<file path="config.mk">
export PLATFORM = sky130hd
export DESIGN_NAME = coef_block_sequencer
export DESIGN_NICKNAME = d
export VERILOG_FILES = /design/src/rtl/coef_block_sequencer_pkg.sv /design/src/rtl/coef_block_sequencer_vli_decoder.sv /design/src/rtl/coef_block_sequencer.sv
export SDC_FILE = /design/constraint.sdc
export NUM_CORES = 1
export LEC_CHECK = 0
export CAP_MARGIN = 25
export CORE_UTILIZATION = 54
export CTS_CLUSTER_DIAMETER = 200
export DETAILED_ROUTE_END_ITERATION = 6
export PLACE_DENSITY = 0.77
export SLEW_MARGIN = 0
export SYNTH_ARGS = -nofsm -noshare
export SYNTH_HDL_FRONTEND = slang
export SYNTH_SLANG_ARGS = --single-unit
</file>
<file path="constraint.sdc">
create_clock -name clk -period 6.32 [get_ports clk]
set_input_delay 1.58 -clock clk [delete_from_list [all_inputs] [get_ports clk]]
set_output_delay 1.58 -clock clk [all_outputs]
set_load 0.05 [all_outputs]
</file>
<file path="src/rtl/coef_block_sequencer_pkg.sv">
// Shared types and constants for the coefficient block sequencer and its VLI decoder.
package coef_block_sequencer_pkg;

  localparam int TOK_RUN_W  = 4;
  localparam int TOK_SIZE_W = 4;
  localparam int TOK_BITS_W = 11;
  localparam int VLI_W      = 12;
  localparam int POS_W      = 6;

  localparam logic [TOK_SIZE_W-1:0] MAX_SIZE = 4'd11;
  localparam logic [TOK_RUN_W-1:0]  ZRL_RUN  = 4'd15;
  localparam logic [POS_W-1:0]      LAST_POS = 6'd63;

  localparam logic [2:0] S_DC   = 3'd0;
  localparam logic [2:0] S_AC   = 3'd1;
  localparam logic [2:0] S_ZERO = 3'd2;
  localparam logic [2:0] S_VAL  = 3'd3;
  localparam logic [2:0] S_FILL = 3'd4;

  typedef struct packed {
    logic [TOK_RUN_W-1:0]  run;
    logic [TOK_SIZE_W-1:0] size;
    logic [TOK_BITS_W-1:0] bits;
  } tok_t;

  // Stream order puts the first received bit in bit0; VLI wants it as the MSB.
  function automatic logic [TOK_BITS_W-1:0] bit_reverse(input logic [TOK_BITS_W-1:0] b);
    logic [TOK_BITS_W-1:0] r;
    for (int i = 0; i < TOK_BITS_W; i++) r[TOK_BITS_W-1-i] = b[i];
    return r;
  endfunction

endpackage

</file>
<file path="src/rtl/coef_block_sequencer_vli_decoder.sv">
// Combinational JPEG VLI decode: magnitude category + raw bits -> 12-bit signed value.
module vli_decoder
  import coef_block_sequencer_pkg::*;
(
  input  logic [TOK_SIZE_W-1:0] size,
  input  logic [TOK_BITS_W-1:0] bits,
  output logic signed [VLI_W-1:0] value,
  output logic                    bad_size
);

  logic [VLI_W-1:0] mag;

  // NOTE: every output of a combinational block gets a default first, so no path leaves a latch.
  always_comb begin
    value    = '0;
    mag      = '0;
    bad_size = (size > MAX_SIZE);
    if (!bad_size && size != '0) begin
      mag = {1'b0, bit_reverse(bits) >> (4'd11 - size)};
      // Leading 0 marks a negative value: v - (2^size - 1).
      if (mag[size - 4'd1]) value = $signed(mag);
      else                  value = $signed(mag - ((12'd1 << size) - 12'd1));
    end
  end

endmodule

</file>
<file path="src/rtl/coef_block_sequencer.sv">
// Expands Huffman tokens into 64 zigzag-ordered coefficients per block with DC prediction.
module coef_block_sequencer
  import coef_block_sequencer_pkg::*;
#(
  parameter int NUM_COMP = 4,
  parameter int COEF_W   = 16
) (
  input  logic                        clk,
  input  logic                        rst,
  input  logic                        tok_valid,
  output logic                        tok_ready,
  input  logic [TOK_RUN_W-1:0]        tok_run,
  input  logic [TOK_SIZE_W-1:0]       tok_size,
  input  logic [TOK_BITS_W-1:0]       tok_bits,
  input  logic [$clog2(NUM_COMP)-1:0] tok_comp,
  input  logic                        dc_clear,
  output logic                        coef_valid,
  input  logic                        coef_ready,
  output logic signed [COEF_W-1:0]    coef_value,
  output logic [POS_W-1:0]            coef_idx,
  output logic                        coef_last,
  output logic                        err
);

  logic [2:0]               state;
  logic [POS_W-1:0]         pos;
  logic [4:0]               zcnt;
  logic                     held;
  logic signed [COEF_W-1:0] held_val;
  logic signed [COEF_W-1:0] pred [NUM_COMP];

  tok_t                     tok;
  logic signed [VLI_W-1:0]  vli_value;
  logic                     vli_bad;
  logic signed [COEF_W-1:0] diff;
  logic signed [COEF_W-1:0] dc_base;
  logic signed [COEF_W-1:0] dc_sum;
  logic                     out_free;
  logic                     tok_acc;
  logic                     at_end;

  assign tok = '{run: tok_run, size: tok_size, bits: tok_bits};

  vli_decoder u_vli_decoder (
    .size     (tok.size),
    .bits     (tok.bits),
    .value    (vli_value),
    .bad_size (vli_bad)
  );

  assign diff      = {{(COEF_W-VLI_W){vli_value[VLI_W-1]}}, vli_value};
  assign out_free  = !coef_valid || coef_ready;
  assign tok_ready = !rst && out_free && (state == S_DC || state == S_AC);
  assign tok_acc   = tok_valid && tok_ready;
  assign at_end    = (pos == LAST_POS);

  // A restart marker in the accept cycle means the DC token predicts from zero.
  assign dc_base = dc_clear ? '0 : pred[tok_comp];
  assign dc_sum  = dc_base + diff;

  always_ff @(posedge clk) begin
    if (rst) begin
      state      <= S_DC;
      pos        <= '0;
      zcnt       <= '0;
      held       <= 1'b0;
      held_val   <= '0;
      coef_valid <= 1'b0;
      coef_value <= '0;
      coef_idx   <= '0;
      coef_last  <= 1'b0;
      err        <= 1'b0;
      // NOTE: the predictor array is architectural state (reset must zero it), so it is
      // reset explicitly here rather than left to whatever the storage powers up with.
      for (int c = 0; c < NUM_COMP; c++) pred[c] <= '0;
    end else begin
      err <= 1'b0;
      if (coef_ready) coef_valid <= 1'b0;

      for (int c = 0; c < NUM_COMP; c++) begin
        if (dc_clear) pred[c] <= '0;
      end

      if (out_free) begin
        case (state)
          S_DC: begin
            if (tok_acc) begin
              // NOTE: non-blocking updates resolve last-writer-wins, so this update
              // overrides the clear above for the addressed component.
              pred[tok_comp] <= dc_sum;
              coef_valid     <= 1'b1;
              coef_value     <= dc_sum;
              coef_idx       <= '0;
              coef_last      <= 1'b0;
              err            <= vli_bad;
              pos            <= 6'd1;
              state          <= S_AC;
            end
          end

          S_AC: begin
            if (tok_acc) begin
              err <= vli_bad;
              if (vli_bad || tok.size == '0) begin
                held <= 1'b0;
                if (tok.run == ZRL_RUN) begin
                  zcnt  <= 5'd16;
                  state <= S_ZERO;
                end else begin
                  state <= S_FILL;
                end
              end else begin
                held     <= 1'b1;
                held_val <= diff;
                zcnt     <= {1'b0, tok.run};
                state    <= (tok.run == '0) ? S_VAL : S_ZERO;
              end
            end
          end

          S_ZERO: begin
            coef_valid <= 1'b1;
            coef_value <= '0;
            coef_idx   <= pos;
            coef_last  <= at_end;
            if (at_end) begin
              // Anything still pending past position 63 is an overflow and is dropped.
              err   <= held || (zcnt != 5'd1);
              held  <= 1'b0;
              pos   <= '0;
              state <= S_DC;
            end else begin
              pos  <= pos + 6'd1;
              zcnt <= zcnt - 5'd1;
              if (zcnt == 5'd1) state <= held ? S_VAL : S_AC;
            end
          end

          S_VAL: begin
            coef_valid <= 1'b1;
            coef_value <= held_val;
            coef_idx   <= pos;
            coef_last  <= at_end;
            held       <= 1'b0;
            pos        <= at_end ? '0 : pos + 6'd1;
            state      <= at_end ? S_DC : S_AC;
          end

          S_FILL: begin
            coef_valid <= 1'b1;
            coef_value <= '0;
            coef_idx   <= pos;
            coef_last  <= at_end;
            pos        <= at_end ? '0 : pos + 6'd1;
            if (at_end) state <= S_DC;
          end

          default: state <= S_DC;
        endcase
      end
    end
  end

endmodule
</file>
After elaboration in Yosys (flattened, before gate mapping)
Memory sizes are Yosys's and may differ from the RTL's.
Cells that the tools add are included.
{"block": "word_totals", "out_inout_bits": 26, "ramBits": 64, "elab_cells": 127, "n_memories": 1, "ff_bits": 52}
{"name": "pred", "depth": 4, "width": 16, "rd": 1, "rd_clocked_by_memory_dff": 0, "wr": 5, "line": "coef_block_sequencer.sv:30", "source": "logic signed [COEF_W-1:0] pred [NUM_COMP];"}
{"block": "op_classes", "n_bitwise": 6, "shifts": 2, "add_sub_neg": 7, "muxes": 55, "reduce_logical": 29, "n_lt_le_gt_ge": 2, "eq_ne": 15}
{"cell": "16-bit two-way mux", "n": 6}
{"cell": "16-bit one-hot mux with 3 select lines", "n": 1}
{"cell": "12-bit two-way mux", "n": 2}
{"cell": "6-bit one-hot mux with 2 select lines", "n": 2}
{"cell": "1-bit two-way mux", "n": 22}
{"cell": "3-bit two-way mux", "n": 7}
{"cell": "5-bit two-way mux", "n": 4}
{"cell": "6-bit two-way mux", "n": 3}
{"cell": "16-bit by 12-bit adder with 16-bit output", "n": 1}
{"cell": "3-bit one-hot mux with 5 select lines", "n": 1}
{"cell": "1-bit by 4-bit left shift with 12-bit output (first input constant)", "n": 1}
{"cell": "11-bit by 12-bit subtractor with 12-bit output", "n": 1}
{"cell": "12-bit by 1-bit subtractor with 12-bit output (second input constant)", "n": 1}
{"cell": "11-bit by 4-bit right shift with 11-bit output", "n": 1}
{"cell": "2-bit inequality test (second input constant)", "n": 5}
{"cell": "5-bit one-hot mux with 2 select lines", "n": 1}
{"cell": "5-bit AND reduction", "n": 2}
{"cell": "4-bit logical NOT", "n": 2}
{"cell": "4-bit AND reduction", "n": 2}
{"cell": "6-bit by 1-bit adder with 6-bit output (second input constant)", "n": 1}
{"cell": "3-bit by 2-bit == test with 1-bit output (second input constant)", "n": 2}
{"cell": "6-bit == test (second input constant)", "n": 1}
{"cell": "1-bit one-hot mux with 2 select lines", "n": 3}
{"cell": "3-bit AND reduction", "n": 2}
{"cell": "26 further kinds", "n": 42}

Longest topological paths before layout
{"block": "logic_depth", "word_depth": 10, "ltp_mapped": 27}

Hierarchy
From an unflattened synthesis, not the netlist that was laid out.
{"block": "hier_totals", "hier_cells": 816, "hier_area_um2": 7524.7}
{"module": "coef_block_sequencer", "cells_per_inst": 603, "area_each_um2": 5940.7, "seq_area_each_um2": 2962.8, "instances": 1}
{"module": "vli_decoder", "cells_per_inst": 213, "area_each_um2": 1584.0, "seq_area_each_um2": 0.0, "instances": 1}

Worst setup path before layout
Ideal clock, no wire load.
{"block": "synth_path", "path_type": "input -> register", "startpoint": "input port tok_size[2]", "endpoint": "memory pred[0][15], data pin", "setup_slack_ps": 57, "n_path_buf": 1, "t_required_ps": 6180, "cell_stages": 22, "arrival_ps": 6123, "path_cell_list": "inv_1 -> clkbuf_8 -> ha_1 -> or2_2 -> a31oi_1 -> ha_1 -> ha_1 -> a21o_1 -> a211oi_1 -> o21ai_0 -> a21o_1 -> a31oi_1 -> nor2_1 -> ha_1 -> a21o_1 -> a21o_1 -> a21oi_1 -> o221ai_1 -> a21o_2 -> a21oi_1 -> xnor3_2 -> nor2_1"}
{"item": "start: declaration", "line": "coef_block_sequencer.sv:13", "source": "input logic [TOK_SIZE_W-1:0] tok_size,"}
{"item": "end: declaration", "line": "coef_block_sequencer.sv:30"}

==> metrics.cfg <==
[routing]
drt-total-wl_um=21000
post_drt_wl_per_cell_um=18.6
drc=0
vias=6848
vias_per_cell=6.07
antenna_left=0
firstDrtPassIters=5
drt_first_iter_violations=743

[final_layout]
final_cell_mix=133 x buf_4, 129 x nor2_1, 64 x edfxtp_1, 57 x nand2_1, 52 x dfxtp_1
nets=1009
drive_gt1_share_pct=26.9
finish.utilization_pct=73.8
layout_commonest_cell=buf_4
antenna_cells=0
area_delta_synth_final_pct=33.4

[clocking]
clk_pin_slew_ns=0.06
root_buffer=clkbuf_16
cts_hold_buf=0
clkLatencyLatePin_ns=0.42
cts_buffers=17
cts_tree=yes
clock_path_buffers=2
htree_levels=4
cts.sinks=116

[worst_setup_path]
crit_required_ns=6.60
cp_max_fo=5
critPathArrivalTime_ns=6.56
slowest_stage=mux4_2
slowest_delay_ns=0.50
end_kind=flop
startpoint_type=primary input
worst-setup-path-type=in -> reg

[power]
p_leak_nw=4.05
power.share.clock_pct=30.5
seq_power_share_pct=29.4
comb_power_share_pct=40.1
ir_drop_mv=0.259
powerDensity_nw_per_um2=322
switching_share_pct=35.7
p_int_w=0.00202
p_sw_w=0.00112

[timing]
hold_viol_final=0
hold_ws_ns=0.453
setup_viol=0
post-route-period-util_pct=99.4
max_freq_mhz=159
fin_skew_ns=0.00980
min_period_ns=6.28
tightest_slew_ns=0.901
relSlewSlack_pct=40.0
drv_slew=0

[logic_synthesis]
synth_cells=772
async_flop_share_pct=0
syn_area_um2=7320
yosysSeqAreaShare_pct=40.5
synth_flop_cell=edfxtp_1
ys_types=67
synth_edf_count=64
ys_warn_count=0
synth.avg_cell_area_um2=9.48
ys_ff_latch=116
syn_nets=841

[global_routing]
grt.overflow.total=0
antenna_found_initial=0
grt_pass1_vias=6636
grt_max_degree=30
grt_first_pass_wirelength_um=32400
grt_usage_pct=29.5

[place]
gp_congestion=0.954
place_hpwl_um=13800
portBuffers=51

[floorplan]
rows=42
ioPinCount=52
dieWidth_um=118
die_h_um=118
initial_utilization_pct=55.3
dieArea_um2=14000
core_area_um2=13200

[min_path]
hp-class=reg -> reg

[job]
maxCapViolCount=0

[run_status]
status=finished clean

==> synth_stat cells, types with 7 or more instances <==
| library cell | n | share of area (%) |
|---|---|---|
| a211oi_1 | 14 | 1.4 |
| a21o_1 | 9 | 0.92 |
| a21oi_1 | 58 | 4.0 |
| a31oi_1 | 7 | 0.60 |
| and2_1 | 7 | 0.60 |
| clkbuf_1 | 28 | 1.4 |
| dfxtp_1 | 52 | 14 |
| edfxtp_1 | 64 | 26 |
| ha_1 | 41 | 7.0 |
| inv_1 | 20 | 1.0 |
| mux2i_1 | 12 | 1.6 |
| mux4_2 | 19 | 5.8 |
| nand2_1 | 58 | 3.0 |
| nand2b_1 | 8 | 0.68 |
| nand3_1 | 27 | 1.8 |
| nor2_1 | 134 | 6.9 |
| nor2b_1 | 23 | 2.0 |
| nor3_1 | 17 | 1.2 |
| o211ai_1 | 7 | 0.72 |
| o21ai_0 | 48 | 3.3 |
| xnor2_1 | 16 | 1.9 |
| xor2_1 | 7 | 0.84 |
==> registers in the layout, summed over array words and instances (netlist names) <==
signal and count:
pos 6, held 1, err 1, zcnt 5
coef_last 1, coef_idx 6, held_val 12, coef_value 16
pred 64, coef_valid 1, state 3
==> worst max-delay path: cells and delay by family <==
kind | cells | cell delay (ns)
buffers and inverters | 4 | 0.68
xor gates and xnor gates | 2 | 0.58
AOI/OAI and AO/OA | 9 | 1.58
muxes | 1 | 0.50
adders and majority gates | 4 | 1.06
and+or+nand+nor | 5 | 0.56
==> repair_timing <==
| item | in CTS | in global routing |
|---|---|---|
| setup endpoints to repair | 35 | 49 |
| pin swaps | 15 | 26 |
| gates cloned | 1 | 1 |
| buffers inserted | 9 | 3 |
| gates resized for setup | 25 | 56 |
| endpoints found under the hold margin | 0 | 0 |
==> worst paths after layout <==
check	start	to	slack, ns	depth (start not counted)
hold / removal	coef_idx[5]$_SDFFE_PP0P_	coef_idx[5]$_SDFFE_PP0P_	0.45	2
hold reg to reg	coef_idx[5]$_SDFFE_PP0P_	coef_idx[5]$_SDFFE_PP0P_	0.45	2
setup / recovery	tok_bits[4]	pred[2][15]$_SDFFCE_PN0P_	0.04	25
setup reg to reg	state[1]$_SDFFE_PP0P_	pred[1][6]$_SDFFCE_PN0P_	2.94	7
==> cell families (layout without fill, tap and decap cells) <==
family / count (synthesis) / in the layout / synth area share (%)
XOR/XNOR: 24 / 24 / 3.08
AO/OA/AOI/OAI: 184 / 184 / 16.3
adder cells (fa/ha/maj): 43 / 43 / 7.55
multiplexers: 38 / 38 / 9.18
flip-flops: 116 / 116 / 40.5
AND/OR/NAND/NOR: 306 / 306 / 19.2
buffers and inverters: 61 / 241 / 4.22
==> stage by stage <==
| step | setup WS (ns) | instances | power [W] | TNS [ns] | cell area (um2) |
|---|---|---|---|---|---|
| after floorplan | 0.0570 | 772 | 0.00160 | 0 | 7320 |
| after global placement | -0.568 | 1083 | 0.00202 | -16.30 | 8770 |
| after detailed placement | -0.718 | 1083 | 0.00205 | -21.86 | 8770 |
| after CTS | 0.00849 | 1124 | 0.00305 | 0 | 9500 |
| after global routing | -0.130 | 1128 | 0.00326 | -1.40 | 9770 |
| final | 0.0353 | 1128 | 0.00314 | 0 | 9770 |
==> power by group through the flow <==
stage | logic (W) | registers (W) | clock network [W]
2_1_floorplan | 0.000581 | 0.00102 | 0
3_3_place_gp | 0.00108 | 0.000932 | 0
3_5_place_dp | 0.00111 | 0.000938 | 0
4_1_cts | 0.00117 | 0.000924 | 0.000958
5_1_grt | 0.00134 | 0.000934 | 0.000989
6_report | 0.00126 | 0.000924 | 0.000959
==> metal layers <==
layer | track usage (%) | up-vias | share of wire [%]
met4 | 15.4 | 0 | 4.3
met1 | 36.4 | 3259 | 40
met3 | 5.21 | 89 | 6.4
met5 | 0 | - | 0
met2 | 49.4 | 330 | 49
li1 | - | 3170 | -
==> layout make-up <==
class | count | area, um2
inverter | 20 | 75.1
sequential | 116 | 2960
fill | 893 | 3470
multi-input combinational | 595 | 4320
clock buffer | 17 | 425
tap | 176 | 220
clock inverter | 14 | 154
timing repair buffer | 190 | 1610
(Power assumes the default switching activity.)
